`src/rtl/pipeline_ctrl_pkg.sv`:
```
// Shared types for the pipeline stall/flush sequencer.
// Register-enable/flush bundle, FSM states and fixed control words.
package pipeline_ctrl_pkg;

  typedef enum logic [1:0] {
    RUN     = 2'd0,
    MEMWAIT = 2'd1,
    ERROR   = 2'd2
  } ctrl_state_t;

  localparam logic [4:0] XZR_IDX = 5'd31;

  typedef struct packed {
    logic pc_en;
    logic ifid_en;
    logic idex_en;
    logic exmem_en;
    logic memwb_en;
    logic ifid_flush;
    logic idex_flush;
    logic exmem_flush;
  } pipe_ctrl_t;

  localparam pipe_ctrl_t CTRL_RUN    = 8'b11111_000;
  localparam pipe_ctrl_t CTRL_HOLD   = 8'b00000_000;
  localparam pipe_ctrl_t CTRL_BUBBLE = 8'b00111_010;
  localparam pipe_ctrl_t CTRL_FLUSH  = 8'b11111_111;

endpackage

```
`src/rtl/pipeline_ctrl_hazard.sv`:
```
// Load-use hazard compare between the ID operands and the EX load.
// Purely combinational; XZR never hazards.
module hazard_detect
  import pipeline_ctrl_pkg::*;
(
  input  logic [4:0] i_rn,
  input  logic [4:0] i_rm,
  input  logic       i_uses_rm,
  input  logic [4:0] i_rd,
  input  logic       i_memread,
  output logic       o_load_use
);

  logic w_rn_hit;
  logic w_rm_hit;

  assign w_rn_hit   = (i_rd == i_rn);
  assign w_rm_hit   = i_uses_rm && (i_rd == i_rm);
  assign o_load_use = i_memread && (i_rd != XZR_IDX) &&
                      (w_rn_hit || w_rm_hit);

endmodule

```
`src/rtl/pipeline_ctrl.sv`:
```
// Stall/flush sequencer for the 5-stage pipeline.
// Handles load-use bubbles, taken-branch squash and memory freeze.
module pipeline_ctrl
  import pipeline_ctrl_pkg::*;
#(
  parameter int CNT_W       = 32,
  parameter int MEM_TIMEOUT = 64,
  parameter int WAIT_W      = 8
) (
  input  logic             clk,
  input  logic             rst,
  input  logic [4:0]       rn_if_id,
  input  logic [4:0]       rm_if_id,
  input  logic             uses_rm_if_id,
  input  logic [4:0]       rd_id_ex,
  input  logic             memread_id_ex,
  input  logic             branch_taken_mem,
  input  logic             dmem_req,
  input  logic             dmem_ready,
  output logic             pc_en,
  output logic             ifid_en,
  output logic             idex_en,
  output logic             exmem_en,
  output logic             memwb_en,
  output logic             ifid_flush,
  output logic             idex_flush,
  output logic             exmem_flush,
  output logic [1:0]       state,
  output logic [CNT_W-1:0] stall_cnt,
  output logic [CNT_W-1:0] flush_cnt,
  output logic             mem_timeout_err
);

  localparam logic [WAIT_W-1:0] TMO = WAIT_W'(MEM_TIMEOUT);
  localparam logic              TMO_NOW = (MEM_TIMEOUT <= 1);

  ctrl_state_t       r_state;
  ctrl_state_t       w_nxt;
  logic [WAIT_W-1:0] r_wait;
  logic [WAIT_W-1:0] w_wait_nxt;
  logic [WAIT_W-1:0] w_wait_inc;
  logic [CNT_W-1:0]  r_stall;
  logic [CNT_W-1:0]  r_flush;
  logic              r_err;
  logic              w_load_use;
  logic              w_freeze;
  logic              w_run;
  logic              w_stall;
  logic              w_flush;
  logic              w_err_set;
  pipe_ctrl_t        w_ctrl;

  hazard_detect u_hazard (
    .i_rn       (rn_if_id),
    .i_rm       (rm_if_id),
    .i_uses_rm  (uses_rm_if_id),
    .i_rd       (rd_id_ex),
    .i_memread  (memread_id_ex),
    .o_load_use (w_load_use)
  );

  assign w_freeze   = dmem_req && !dmem_ready;
  assign w_wait_inc = r_wait + WAIT_W'(1);

  always_comb begin
    w_ctrl     = CTRL_RUN;
    w_nxt      = r_state;
    w_wait_nxt = r_wait;
    w_run      = 1'b0;
    w_stall    = 1'b0;
    w_flush    = 1'b0;
    w_err_set  = 1'b0;
    case (r_state)
      RUN: begin
        if (w_freeze) begin
          w_ctrl     = CTRL_HOLD;
          w_stall    = 1'b1;
          w_wait_nxt = WAIT_W'(1);
          w_nxt      = TMO_NOW ? ERROR : MEMWAIT;
          w_err_set  = TMO_NOW;
        end else begin
          w_run = 1'b1;
        end
      end
      MEMWAIT: begin
        if (!dmem_ready) begin
          w_ctrl     = CTRL_HOLD;
          w_stall    = 1'b1;
          w_wait_nxt = w_wait_inc;
          if (w_wait_inc >= TMO) begin
            w_nxt     = ERROR;
            w_err_set = 1'b1;
          end
        end else begin
          w_run      = 1'b1;
          w_nxt      = RUN;
          w_wait_nxt = '0;
        end
      end
      default: begin
        w_ctrl = CTRL_HOLD;
        w_nxt  = ERROR;
      end
    endcase
    // Release cycle of a freeze shares the normal RUN priorities.
    if (w_run) begin
      if (branch_taken_mem) begin
        w_ctrl  = CTRL_FLUSH;
        w_flush = 1'b1;
      end else if (w_load_use) begin
        w_ctrl  = CTRL_BUBBLE;
        w_stall = 1'b1;
      end
    end
    if (rst) w_ctrl = CTRL_RUN;
  end

  always_ff @(posedge clk or posedge rst) begin
    if (rst) begin
      r_state <= RUN;
      r_wait  <= '0;
      r_stall <= '0;
      r_flush <= '0;
      r_err   <= 1'b0;
    end else begin
      r_state <= w_nxt;
      r_wait  <= w_wait_nxt;
      if (w_stall && !(&r_stall)) r_stall <= r_stall + CNT_W'(1);
      if (w_flush && !(&r_flush)) r_flush <= r_flush + CNT_W'(1);
      if (w_err_set) r_err <= 1'b1;
    end
  end

  assign pc_en           = w_ctrl.pc_en;
  assign ifid_en         = w_ctrl.ifid_en;
  assign idex_en         = w_ctrl.idex_en;
  assign exmem_en        = w_ctrl.exmem_en;
  assign memwb_en        = w_ctrl.memwb_en;
  assign ifid_flush      = w_ctrl.ifid_flush;
  assign idex_flush      = w_ctrl.idex_flush;
  assign exmem_flush     = w_ctrl.exmem_flush;
  assign state           = r_state;
  assign stall_cnt       = r_stall;
  assign flush_cnt       = r_flush;
  assign mem_timeout_err = r_err;

endmodule
```
`config.mk`:
```
export PLATFORM = sky130hd
export DESIGN_NAME = pipeline_ctrl
export DESIGN_NICKNAME = d
export VERILOG_FILES = /design/src/rtl/pipeline_ctrl_pkg.sv /design/src/rtl/pipeline_ctrl_hazard.sv /design/src/rtl/pipeline_ctrl.sv
export SDC_FILE = /design/constraint.sdc
export NUM_CORES = 1
export LEC_CHECK = 0
export CELL_PAD_IN_SITES_DETAIL_PLACEMENT = 1
export CELL_PAD_IN_SITES_GLOBAL_PLACEMENT = 1
export CORE_ASPECT_RATIO = 1.1
export CORE_MARGIN = 2
export CORE_UTILIZATION = 38
export DETAILED_ROUTE_END_ITERATION = 8
export GPL_TIMING_DRIVEN = 0
export MAX_ROUTING_LAYER = met4
export PLACE_DENSITY_LB_ADDON = 0.1
export SYNTH_ARGS = -nofsm -noshare
export SYNTH_HDL_FRONTEND = slang
export SYNTH_HIERARCHICAL = 1
export SYNTH_SLANG_ARGS = --single-unit
```
`constraint.sdc`:
```
create_clock -name clk -period 3.8 [get_ports clk]
set_input_delay 0.38 -clock clk [delete_from_list [all_inputs] [get_ports clk]]
set_output_delay 0.38 -clock clk [all_outputs]
set_load 0.02 [all_outputs]
```
==> impl_metrics.prom <==
# TYPE chip_impl_metric gauge
chip_impl_metric{name="nNetsFinal",unit=""} 507
chip_impl_metric{name="place_hpwl",unit="µm"} 7333
chip_impl_metric{name="syn-num-nets",unit=""} 399
chip_impl_metric{name="grt_antenna_before_repair",unit=""} 0
chip_impl_info{name="grt_most_used_layer",value="met2"} 1
chip_impl_metric{name="finalHoldViolCount",unit=""} 0
chip_impl_metric{name="globalRouteOverflowTotal",unit=""} 0
chip_impl_metric{name="post_cts.repair.setup_buffers",unit=""} 0
chip_impl_metric{name="routed-via-count",unit=""} 3265
chip_impl_metric{name="leakage",unit="nW"} 2.342
chip_impl_metric{name="clock_tree.htree_level_count",unit=""} 3
chip_impl_metric{name="antennaDiodeCount",unit=""} 0
chip_impl_metric{name="timing.max_cap.violations",unit=""} 0
chip_impl_metric{name="synth.avg_cell_area",unit="µm²"} 10.54
chip_impl_metric{name="utilization",unit="%"} 52.66
chip_impl_metric{name="final_layout_size_suffix_gt1_share",unit="%"} 10.68
chip_impl_metric{name="postLayoutCellArea",unit="mm²"} 0.005396
chip_impl_metric{name="finalWeightedCongestion",unit=""} 0.8006
chip_impl_metric{name="tightest_pin_transition",unit="ns"} 0.8482
chip_impl_metric{name="max-clock-path-buffers",unit=""} 2
chip_impl_info{name="timing.setup.critical_path_class",value="input pin to output pin"} 1
chip_impl_metric{name="dieArea",unit="mm²"} 0.01120
chip_impl_metric{name="placement_rows",unit=""} 39
chip_impl_metric{name="detail_route.wirelength",unit="µm"} 10050
chip_impl_metric{name="timing.setup.tns",unit="ns"} 0
chip_impl_metric{name="boundaryPins",unit=""} 97
chip_impl_metric{name="grt_start_max_net_pins",unit=""} 63
chip_impl_metric{name="yosys_warnings",unit=""} 6
chip_impl_metric{name="filler_cell_count",unit=""} 1129
chip_impl_metric{name="cts.repair.resized",unit=""} 0
chip_impl_metric{name="synth.ff_latch_count",unit=""} 75
chip_impl_metric{name="gr-usage-met2",unit="%"} 32.89
chip_impl_metric{name="vias_in_the_first_global_route",unit=""} 3492
chip_impl_metric{name="max_freq",unit="MHz"} 296.6
chip_impl_metric{name="critical_path_arrival",unit="ns"} 2.99
chip_impl_info{name="worst_path_most_repeated_cell",value="clkdlybuf4s50_1"} 1
chip_impl_metric{name="sequential_cell_area",unit="mm²"} 0.001877
chip_impl_metric{name="timing_max_transition_violations_final",unit=""} 0
chip_impl_metric{name="1st_pass_router_iterations",unit=""} 4
chip_impl_metric{name="multi_input_comb_area",unit="mm²"} 0.001959
chip_impl_metric{name="max_stage_delay",unit="ns"} 0.52
chip_impl_metric{name="pre_cts_slack",unit="ns"} 0.4531
chip_impl_info{name="endpoint_kind",value="output pin"} 1
chip_impl_info{name="critical-path-slowest-cell",value="clkdlybuf4s50_1"} 1
chip_impl_metric{name="first_iter_violations",unit=""} 133
chip_impl_metric{name="max_slew_margin",unit="%"} 42.86
chip_impl_info{name="path_cells",value="clkdlybuf4s50_1, xor2_1, nor4_1, nand3_1, a21oi_1, nor2b_1, o31ai_1, buf_4, clkdlybuf4s50_1"} 1
chip_impl_metric{name="crit_fanout",unit=""} 5
chip_impl_metric{name="synth_area",unit="mm²"} 0.003941
chip_impl_metric{name="via_per_inst",unit=""} 5.352
chip_impl_metric{name="worst_skew_pair_latency",unit="ns"} 0.34
chip_impl_metric{name="post_dp_cell_area",unit="mm²"} 0.005086
chip_impl_info{name="worstHoldPathType",value="input pin to async pin"} 1
chip_impl_metric{name="powerDensity",unit="mW/mm²"} 435.0
chip_impl_metric{name="holdBufCountCts",unit=""} 0
chip_impl_info{name="synth-main-ff-cell",value="dfrtp_1"} 1
chip_impl_metric{name="horiz_die_dim",unit="µm"} 101.1
chip_impl_metric{name="clock_sink_count",unit=""} 75
chip_impl_metric{name="clkSlewWorstSetupHoldPaths",unit="ns"} 0.06
chip_impl_metric{name="grt_first_pass_wirelength",unit="µm"} 17390
chip_impl_metric{name="finalWorstPathRequiredPeriod",unit="ns"} 3.371
chip_impl_metric{name="cp_data_required_time",unit="ns"} 3.42
chip_impl_metric{name="final.period_utilization",unit="%"} 88.72
chip_impl_info{name="grt_setup_unrepaired",value="false"} 1
chip_impl_metric{name="ant_nets",unit=""} 0
chip_impl_info{name="kind_of_start_point_of_the_critical_path",value="input pin"} 1
chip_impl_metric{name="total_setup_violations_reported_at_the_end_of_the_flow",unit=""} 0
chip_impl_metric{name="synth_edf_count",unit=""} 0
chip_impl_info{name="clk_root_buffer_cell",value="clkbuf_16"} 1
chip_impl_metric{name="initial_utilization",unit="%"} 38.46
chip_impl_metric{name="ys_types",unit=""} 55
chip_impl_metric{name="netlist_instances",unit=""} 374
chip_impl_metric{name="finClkSkew",unit="ns"} 0.008200
chip_impl_metric{name="coreArea",unit="mm²"} 0.01025
chip_impl_info{name="cts_tree",value="yes"} 1
chip_impl_info{name="status",value="complete, no violations"} 1
chip_impl_metric{name="async_flop_share",unit="%"} 100.0
chip_impl_metric{name="die_h",unit="µm"} 110.8
chip_impl_metric{name="detail_route.wl_per_cell",unit="µm"} 16.47
chip_impl_metric{name="count_of_buffers_inserted_at_the_top_level_ports",unit=""} 96
chip_impl_metric{name="power.ir.vdd_worst",unit="mV"} 0.1835
chip_impl_metric{name="gr-usage-all-layers",unit="%"} 19.80
chip_impl_metric{name="use_met1",unit="%"} 24.40
chip_impl_metric{name="cts-buffers-inserted",unit=""} 9
chip_impl_metric{name="final.setup.worst_slack",unit="ns"} 0.4286
chip_impl_metric{name="ff2ff_setup_slack",unit="ns"} 1.73
chip_impl_metric{name="gr-usage-met3",unit="%"} 2.837
chip_impl_metric{name="areaGrowthSynthToFinish",unit="%"} 36.92
chip_impl_metric{name="remaining_drcs",unit=""} 0
chip_impl_metric{name="synth.yosys.seq_area_share",unit="%"} 47.62
[final timing paths]
| path | from | to | depth (start not counted) |
|---|---|---|---|
| worst max-delay path | rd_id_ex[3] | pc_en | 9 |
| max in group asynchronous | rst | stall_cnt[27] | 3 |
| worst max register to register | flush_cnt[0] | flush_cnt[30] | 7 |
| min in group clk | mem_timeout_err | mem_timeout_err | 1 |
| worst min-delay path | rst | flush_cnt[4] | 2 |
| worst min register to register | mem_timeout_err | mem_timeout_err | 1 |
[metrics by stage]
stage / cells / hold slack, ns / total power, mW
3_5_place_dp: 594 / 0.4641 / 1.462
5_1_grt: 610 / 0.3864 / 2.453
2_1_floorplan: 374 / 0.4626 / 1.221
3_3_place_gp: 593 / 0.4515 / 1.442
6_report: 610 / 0.3609 / 2.347
4_1_cts: 610 / 0.3597 / 2.380
[sequential cells by signal, summed over array words and instances (netlist names)]
register         flops
flush_cnt           32
mem_timeout_err      1
r_wait               8
stall_cnt           32
state                2
[critical path: cells and delay by family]
kind,cells,cell delay [ns]
XOR/XNOR,1,0.18
buffers and inverters,3,1.15
AND/OR/NAND/NOR,3,0.82
AO/OA/AOI/OAI,2,0.45
[where the power goes]
part	switching (mW)	internal (mW)
clock network	0.331	0.573
logic	0.239	0.234
registers	0.102	0.869
[cell type report]
cell class	count	share of cell area (%)
multi-input cells	283	36.31
flip-flops and latches	75	34.78
repair buffers	97	18.32
clock buffers	11	4.313
well taps	123	2.852
plain buffers	12	1.669
clock inverters	5	1.438
inverters	4	0.3246
[Yosys cell counts, types with 2 or more instances]
cell type | n | share of area [%]
nor3_1 | 5 | 0.63
nand3_1 | 33 | 4.2
a21oi_1 | 4 | 0.51
dfrtp_1 | 75 | 48
nor2b_1 | 3 | 0.48
mux2_2 | 3 | 0.86
xnor2_1 | 43 | 9.6
xor2_1 | 24 | 5.3
buf_2 | 3 | 0.38
nand4_1 | 20 | 3.2
buf_4 | 5 | 0.95
and2_1 | 2 | 0.32
nand4_4 | 2 | 1.1
o21bai_1 | 2 | 0.38
nor4_1 | 2 | 0.32
and3_1 | 23 | 3.7
inv_1 | 4 | 0.38
a31oi_1 | 7 | 1.1
and4_1 | 7 | 1.6
ha_1 | 3 | 0.95
a31o_2 | 4 | 0.89
nand2_1 | 25 | 2.4
buf_6 | 3 | 0.86
o41ai_1 | 2 | 0.44
o21ai_0 | 11 | 1.4
nor2_1 | 25 | 2.4
and4_4 | 4 | 1.1
nand4b_1 | 2 | 0.44
nand3b_1 | 2 | 0.38
[kinds of logic after synthesis]
kind of cell    Yosys count  share of synthesized area [%]
simple gates            165                          24.25
flops                    75                          47.62
xor+xnor                 67                          14.89
compound gates           45                          8.762
buf+inv                  16                          2.666
mux                       3                         0.8571
fa+ha+maj                 3                         0.9525
[metal layers]
metal / share of wire, % / vias up / wire [µm]
met5: 0 / - / 0
met4: 1.5 / 0 / 148
met3: 3.1 / 14 / 310
met2: 52 / 63 / 5210
met1: 44 / 1622 / 4379
li1: - / 1566 / -
[placed cells by master, fill, tap and decap left out, types with 3 or more instances in the layout]
cell,instances
nor3_1,5
xnor2_1,43
clkbuf_16,9
dfrtp_1,75
nor2_1,25
inv_1,3
buf_4,5
and4_4,4
clkbuf_1,3
and3_1,23
xor2_1,24
nand2_1,25
o21ai_0,11
clkdlybuf4s50_1,96
nand3_1,33
mux2_2,3
nand4_1,20
a31o_2,4
a21oi_1,4
a31oi_1,7
ha_1,3
buf_2,3
buf_6,3
and4_1,7
nor2b_1,3
Power figures use the tool's default switching activity.
